===== config.mk =====
export PLATFORM = sky130hd
export DESIGN_NAME = umstr_ethii_rx_parser
export DESIGN_NICKNAME = d
export VERILOG_FILES = /design/src/rtl/umstr_ethII_pkg.sv /design/src/rtl/umstr_ethII_realign.sv /design/src/rtl/umstr_ethii_rx_parser.sv
export SDC_FILE = /design/constraint.sdc
export NUM_CORES = 1
export LEC_CHECK = 0
export BUFFER_PORTS_ARGS = -buffer_cell sky130_fd_sc_hd__buf_2
export CAP_MARGIN = 20
export CORE_AREA = 2 2 141 143
export CTS_CLUSTER_DIAMETER = 100
export CTS_CLUSTER_SIZE = 14
export DETAILED_ROUTE_END_ITERATION = 10
export DIE_AREA = 0 0 143 145
export PLACE_DENSITY_LB_ADDON = 0.1
export SKIP_CTS_REPAIR_TIMING = 1
export SYNTH_ARGS = -nofsm -noshare
export SYNTH_HDL_FRONTEND = slang
export SYNTH_SLANG_ARGS = --single-unit

===== constraint.sdc =====
create_clock -name clk -period 9.55 [get_ports clk]
set_clock_uncertainty 0.1 [all_clocks]
set_input_delay 1.4325 -clock clk [delete_from_list [all_inputs] [get_ports clk]]
set_output_delay 1.4325 -clock clk [all_outputs]
set_load 0.02 [all_outputs]

===== src/rtl/umstr_ethII_pkg.sv =====
// rtl/umstr_ethII_pkg.sv - Ethernet II RX deframer constants and FSM state type
package umstr_ethII_pkg;

    localparam logic [15:0] ETH_TYPE_ARP  = 16'h0806;
    localparam logic [15:0] ETH_TYPE_IPV4 = 16'h0800;
    localparam logic [47:0] ETH_MAC_BCAST = 48'hFFFF_FFFF_FFFF;

    typedef enum logic [2:0] {
        ST_H0,
        ST_H1,
        ST_H2,
        ST_H3,
        ST_HDR,
        ST_PAY,
        ST_FLUSH,
        ST_DROP
    } rx_state_e;

endpackage


===== src/rtl/umstr_ethII_realign.sv =====
// rtl/umstr_ethII_realign.sv - shifts the payload up 16 bits so byte 14 of the frame lands on a 32-bit boundary
module umstr_ethII_realign
    import umstr_ethII_pkg::*;
(
    input  logic        clk,
    input  logic        reset,
    input  logic [31:0] in_tdata,
    input  logic [3:0]  in_tkeep,
    input  logic        in_tlast,
    input  logic        load_hold,
    input  logic        pay_accept,
    input  logic        flush_req,
    input  logic        out_rdy,
    output logic [31:0] out_tdata,
    output logic [3:0]  out_tkeep,
    output logic        out_tvld,
    output logic        out_tlast,
    output logic        out_free
);

    logic [15:0] hold;
    logic [1:0]  hold_keep;

    assign out_free = !out_tvld || out_rdy;

    always_ff @(posedge clk or posedge reset) begin
        if (reset) begin
            hold      <= '0;
            hold_keep <= '0;
            out_tdata <= '0;
            out_tkeep <= '0;
            out_tvld  <= 1'b0;
            out_tlast <= 1'b0;
        end else begin
            if (load_hold || pay_accept) begin
                hold      <= in_tdata[15:0];
                hold_keep <= in_tkeep[1:0];
            end
            // pay_accept is only raised while the output slot is free
            if (pay_accept) begin
                out_tdata <= {hold, in_tdata[31:16]};
                out_tkeep <= {hold_keep, in_tkeep[3:2]};
                out_tlast <= in_tlast && !in_tkeep[1];
                out_tvld  <= 1'b1;
            end else if (flush_req && out_free) begin
                out_tdata <= {hold, 16'h0000};
                out_tkeep <= {hold_keep, 2'b00};
                out_tlast <= 1'b1;
                out_tvld  <= 1'b1;
            end else if (out_rdy) begin
                out_tvld  <= 1'b0;
            end
        end
    end

endmodule


===== src/rtl/umstr_ethii_rx_parser.sv =====
// rtl/umstr_ethii_rx_parser.sv - Ethernet II RX deframer steering payload to ARP or IPv4
// Optional destination filter: UMSTR_ETHII_RX_MAC_FILTER_EN
module umstr_ethii_rx_parser
    import umstr_ethII_pkg::*;
(
    input  logic        clk,
    input  logic        reset,
    input  logic [31:0] eth_rx_tdata_i,
    input  logic [3:0]  eth_rx_tkeep_i,
    input  logic        eth_rx_tvld_i,
    input  logic        eth_rx_tlast_i,
    output logic        eth_rx_trdy_o,
    output logic [47:0] arp_mac_dest_o,
    output logic [47:0] arp_mac_src_o,
    output logic [15:0] arp_mac_type_o,
    output logic        arp_mac_vld_o,
    input  logic        arp_mac_rdy_i,
    output logic [31:0] arp_tdata_o,
    output logic [3:0]  arp_tkeep_o,
    output logic        arp_tvld_o,
    output logic        arp_tlast_o,
    input  logic        arp_trdy_i,
    output logic [47:0] ipv4_mac_dest_o,
    output logic [47:0] ipv4_mac_src_o,
    output logic [15:0] ipv4_mac_type_o,
    output logic        ipv4_mac_vld_o,
    input  logic        ipv4_mac_rdy_i,
    output logic [31:0] ipv4_tdata_o,
    output logic [3:0]  ipv4_tkeep_o,
    output logic        ipv4_tvld_o,
    output logic        ipv4_tlast_o,
    input  logic        ipv4_trdy_i,
`ifdef UMSTR_ETHII_RX_MAC_FILTER_EN
    input  logic [47:0] local_mac_i,
`endif
    output logic [15:0] drop_cnt_o
);

    rx_state_e   state, nxt;
    logic        live;
    logic [47:0] mac_dest, mac_src;
    logic [15:0] mac_type;
    logic        sel_arp, out_is_arp, b3_last;
    logic        cnt_inc, in_acc, hdr_rdy, out_rdy, dest_reject;
    logic        pay_accept, load_hold, flush_req;
    logic [31:0] rl_tdata;
    logic [3:0]  rl_tkeep;
    logic        rl_tvld, rl_tlast, rl_free;
    logic [15:0] b3_type;

    assign in_acc     = eth_rx_tvld_i && eth_rx_trdy_o;
    assign b3_type    = eth_rx_tdata_i[31:16];
    assign hdr_rdy    = sel_arp ? arp_mac_rdy_i : ipv4_mac_rdy_i;
    // The output register may still hold the previous frame's last beat, so route by its owner
    assign out_rdy    = out_is_arp ? arp_trdy_i : ipv4_trdy_i;
    assign pay_accept = (state == ST_PAY) && in_acc;
    assign load_hold  = (state == ST_H3) && in_acc;
    assign flush_req  = (state == ST_FLUSH);

`ifdef UMSTR_ETHII_RX_MAC_FILTER_EN
    assign dest_reject = ({mac_dest[47:16], eth_rx_tdata_i[31:16]} != local_mac_i) &&
                         ({mac_dest[47:16], eth_rx_tdata_i[31:16]} != ETH_MAC_BCAST);
`else
    assign dest_reject = 1'b0;
`endif

    always_ff @(posedge clk or posedge reset) begin
        if (reset) begin
            state <= ST_H0;
            live  <= 1'b0;
        end else begin
            state <= nxt;
            live  <= 1'b1;
        end
    end

    always_comb begin
        nxt     = state;
        cnt_inc = 1'b0;
        case (state)
            ST_H0: if (in_acc) begin
                nxt     = eth_rx_tlast_i ? ST_H0 : ST_H1;
                cnt_inc = eth_rx_tlast_i;
            end
            ST_H1: if (in_acc) begin
                if (eth_rx_tlast_i) begin
                    nxt     = ST_H0;
                    cnt_inc = 1'b1;
                end else if (dest_reject) begin
                    nxt     = ST_DROP;
                    cnt_inc = 1'b1;
                end else begin
                    nxt     = ST_H2;
                end
            end
            ST_H2: if (in_acc) begin
                nxt     = eth_rx_tlast_i ? ST_H0 : ST_H3;
                cnt_inc = eth_rx_tlast_i;
            end
            ST_H3: if (in_acc) begin
                if (eth_rx_tlast_i && !eth_rx_tkeep_i[1]) begin
                    nxt     = ST_H0;
                    cnt_inc = 1'b1;
                end else if (b3_type == ETH_TYPE_ARP || b3_type == ETH_TYPE_IPV4) begin
                    nxt     = ST_HDR;
                end else begin
                    nxt     = eth_rx_tlast_i ? ST_H0 : ST_DROP;
                    cnt_inc = 1'b1;
                end
            end
            ST_HDR:   if (hdr_rdy) nxt = b3_last ? ST_FLUSH : ST_PAY;
            ST_PAY:   if (in_acc && eth_rx_tlast_i) nxt = eth_rx_tkeep_i[1] ? ST_FLUSH : ST_H0;
            ST_FLUSH: if (rl_free) nxt = ST_H0;
            ST_DROP:  if (in_acc && eth_rx_tlast_i) nxt = ST_H0;
            default:  nxt = ST_H0;
        endcase
    end

    always_comb begin
        eth_rx_trdy_o  = 1'b0;
        arp_mac_vld_o  = 1'b0;
        ipv4_mac_vld_o = 1'b0;
        case (state)
            ST_H0, ST_H1, ST_H2, ST_H3, ST_DROP: eth_rx_trdy_o = live;
            ST_PAY:  eth_rx_trdy_o = rl_free;
            ST_HDR: begin
                arp_mac_vld_o  = sel_arp;
                ipv4_mac_vld_o = !sel_arp;
            end
            default: eth_rx_trdy_o = 1'b0;
        endcase
    end

    always_ff @(posedge clk or posedge reset) begin
        if (reset) begin
            mac_dest   <= '0;
            mac_src    <= '0;
            mac_type   <= '0;
            sel_arp    <= 1'b0;
            b3_last    <= 1'b0;
            out_is_arp <= 1'b0;
            drop_cnt_o <= '0;
        end else begin
            if (in_acc) begin
                case (state)
                    ST_H0: mac_dest[47:16] <= eth_rx_tdata_i;
                    ST_H1: begin
                        mac_dest[15:0]  <= eth_rx_tdata_i[31:16];
                        mac_src[47:32]  <= eth_rx_tdata_i[15:0];
                    end
                    ST_H2: mac_src[31:0] <= eth_rx_tdata_i;
                    ST_H3: begin
                        mac_type <= b3_type;
                        sel_arp  <= (b3_type == ETH_TYPE_ARP);
                        b3_last  <= eth_rx_tlast_i;
                    end
                    default: ;
                endcase
            end
            if (pay_accept || (flush_req && rl_free))
                out_is_arp <= sel_arp;
            if (cnt_inc)
                drop_cnt_o <= drop_cnt_o + 16'd1;
        end
    end

    umstr_ethII_realign u_realign (
        .clk        (clk),
        .reset      (reset),
        .in_tdata   (eth_rx_tdata_i),
        .in_tkeep   (eth_rx_tkeep_i),
        .in_tlast   (eth_rx_tlast_i),
        .load_hold  (load_hold),
        .pay_accept (pay_accept),
        .flush_req  (flush_req),
        .out_rdy    (out_rdy),
        .out_tdata  (rl_tdata),
        .out_tkeep  (rl_tkeep),
        .out_tvld   (rl_tvld),
        .out_tlast  (rl_tlast),
        .out_free   (rl_free)
    );

    assign arp_mac_dest_o  = mac_dest;
    assign arp_mac_src_o   = mac_src;
    assign arp_mac_type_o  = mac_type;
    assign ipv4_mac_dest_o = mac_dest;
    assign ipv4_mac_src_o  = mac_src;
    assign ipv4_mac_type_o = mac_type;

    assign arp_tdata_o  = rl_tdata;
    assign arp_tkeep_o  = rl_tkeep;
    assign arp_tlast_o  = rl_tlast;
    assign arp_tvld_o   = rl_tvld && out_is_arp;
    assign ipv4_tdata_o = rl_tdata;
    assign ipv4_tkeep_o = rl_tkeep;
    assign ipv4_tlast_o = rl_tlast;
    assign ipv4_tvld_o  = rl_tvld && !out_is_arp;

endmodule


==> results.cfg <==
[die]
start_util_pct = 45.5
dieHeight_um = 145
core_footprint_mm2 = 0.0192
floorplan.die_area_mm2 = 0.0207
std_cell_rows = 51
die_w_um = 143
floorplan.io_pins = 363

[worst_setup_path]
path_max_fanout = 3
critPathCaptureType = output pin
worst-endpoint-required_ns = 8.02
worst-setup-path-type = input pin to output pin
crit_path_start_kind = input pin
crit_arrival_ns = 2.47

[clock_tree]
clock_latency_ns = 0.42
clock_sinks = 191
clock_tree_from_tritoncts = done
ctsHtreeMaxLevel = 4
clock_input_transition_at_the_sequential_cells_of_the_worst_setup_and_hold_paths_ns = 0.07
tritoncts.num_buffers = 17
cts.path.max_buffers = 2
cts_root_buffer = clkbuf_16

[power_and_ir_drop]
maximum_vdd_ir_drop_mv = 0.225
leakagePower_uw = 0.00535
power_density_mw_per_mm2 = 410
fin_total_pwr_uw = 4230

[grt]
largest_net_degree_at_the_start_of_global_routing = 131
antenna_violations_before_repair = 0
number_of_global_route_vias_before_repair = 5666
grt_first_pass_wirelength_um = 32000
total_global_route_track_usage_pct = 19.9
grt_remaining_overflow = 0

[synthesis]
postSynthNetCount = 704
synth_cell_type_count = 52
synth_warnings = 0
synth_top_area_share_pct = 54.7
netlist_instances = 659
synth_seq_cells = 191
synth_largest_area_cell = dfrtp_1
synthesis.area_mm2 = 0.00873
yosys-top-cells-area = dfrtp_1 55%, mux2_2 19%, buf_4 13%
synth.avg_cell_area_um2 = 13.3
synth_seq_area_share_pct = 54.7

[finish]
antennaDiodeCount = 0
final_layout_size_suffix_gt1_share_pct = 64.6
nNetsFinal = 914
areaGrowthSynthToFinish_pct = 18.3
mostFrequentLayoutCell = buf_2
nFillCells = 1700
final_cell_mix = 362 x buf_2, 191 x dfrtp_1, 151 x mux2_2
final_util_pct = 53.8

[placement]
port_buffers = 362
gpl.final_weighted_congestion = 0.807
post-dp-hpwl_um = 14800
post_place_worst_slack_ns = 5.52

[sta]
achievable-frequency_ghz = 0.250
setup_violating_endpoint_count_in_the_final_report = 0
slew_headroom_pct = 32.7
finalCriticalPeriod_ns = 4.00
timing.final.max_slew_violations = 0
unrepaired_setup_endpoints_after_global_routing = no
finalWorstSetupSlack_ns = 5.55
worst_pin_slew_ns = 1.01
setup-tns-final_ns = 0
finalHoldViolations = 0
fin_worst_hold_slack_ns = 0.367
final.period_utilization_pct = 41.9

[routing]
drtAntennaViolNets = 0
dr.pass1.iters = 6
total_number_of_vias = 5732
post-route-drc-count = 0
wl_final_um = 20900
first_iter_violations = 211
vias_cell = 5.00
routedWlPerCell_um = 18.3

[flow_run]
drv.max_cap_violation_count = 0

[worst_hold_path]
hold_removal_path_class = register to register

[run_status]
run_status = completed
## stage by stage
step / cell area, µm² / cells
finish: 10300 / 1146
global route: 10300 / 1146
CTS: 10300 / 1145
detailed placement: 9670 / 1114
global placement: 9660 / 1113
floorplan: 8730 / 659
## registers in the layout (all words and copies together) (netlist names)
register	cells
out_is_arp	1
b3_last	1
u_realign.hold	16
u_realign.out_tkeep	4
arp_mac_dest_o	48
live	1
u_realign.out_tvld	1
state	3
drop_cnt_o	16
sel_arp	1
u_realign.out_tlast	1
u_realign.out_tdata	32
u_realign.hold_keep	2
arp_mac_type_o	16
arp_mac_src_o	48
## synthesized netlist by cell type, drive strengths merged
cell type / number
nor4: 1
and2b: 1
o21ai: 5
and2: 1
conb: 1
nand2b: 4
o31ai: 1
o2bb2ai: 1
nor4b: 1
mux2: 153
nor2b: 2
o2111ai: 1
mux2i: 3
buf: 171
o22ai: 1
or3: 1
a22o: 18
a22oi: 1
o21bai: 1
a41oi: 2
ha: 1
a31o: 1
dfrtp: 191
a211oi: 2
a21oi: 3
nand4: 8
and4: 2
nor3b: 1
xnor2: 16
inv: 7
clkbuf: 5
or4: 2
nand2: 13
nor2: 8
and3: 9
nand3: 14
a21boi: 1
nor3: 5
## power by group
part	switching [µW]	internal, µW
logic	1230	746
clock network	308	480
registers	300	1170
## critical path: stages
cell,delay [ns]
buf_2,0.10
mux2i_1,0.41
and3_1,0.29
nor2_1,0.07
buf_2,0.17
## area by class of cell
class                   count  area [µm²]  area share, %
clock buffers              19         453           4.38
clock inverters            12         204           1.97
inverters                   7        33.8          0.327
multi-input cells         285        2680           25.9
flip-flops and latches    191        4780           46.2
well taps                 265         332           3.21
repair buffers            367        1860           18.0
## logic make-up after synthesis
family	Yosys count	share of synthesized area, %
adder cells (fa/ha/maj)	1	0.143
AND/OR/NAND/NOR	73	4.86
buffers and inverters	183	14.9
other	1	0.0429
AO/OA/AOI/OAI	38	3.68
flip-flops	191	54.7
XOR/XNOR	16	1.60
multiplexers	156	20.1
## final timing paths
path	from	end	cells after the start	slack (ns)
setup / recovery	arp_trdy_i	eth_rx_trdy_o	5	5.55
hold / removal	drop_cnt_o[15]	drop_cnt_o[15]	1	0.37
setup reg to reg	state[0]	u_realign.hold[15]	5	6.70
hold reg to reg	drop_cnt_o[15]	drop_cnt_o[15]	1	0.37
max in group asynchronous	reset	arp_mac_dest_o[14]	3	6.94
min in group asynchronous	reset	arp_mac_src_o[17]	2	1.06
## layer usage
metal	vias to the layer above	track usage, %	wire [µm]
li1	2553	-	-
met1	2934	24.4	8470
met2	220	35.1	11000
met3	25	3.93	1150
met4	0	6.19	312
met5	-	0	0
Note: power is estimated with default switching activity, not from simulation.
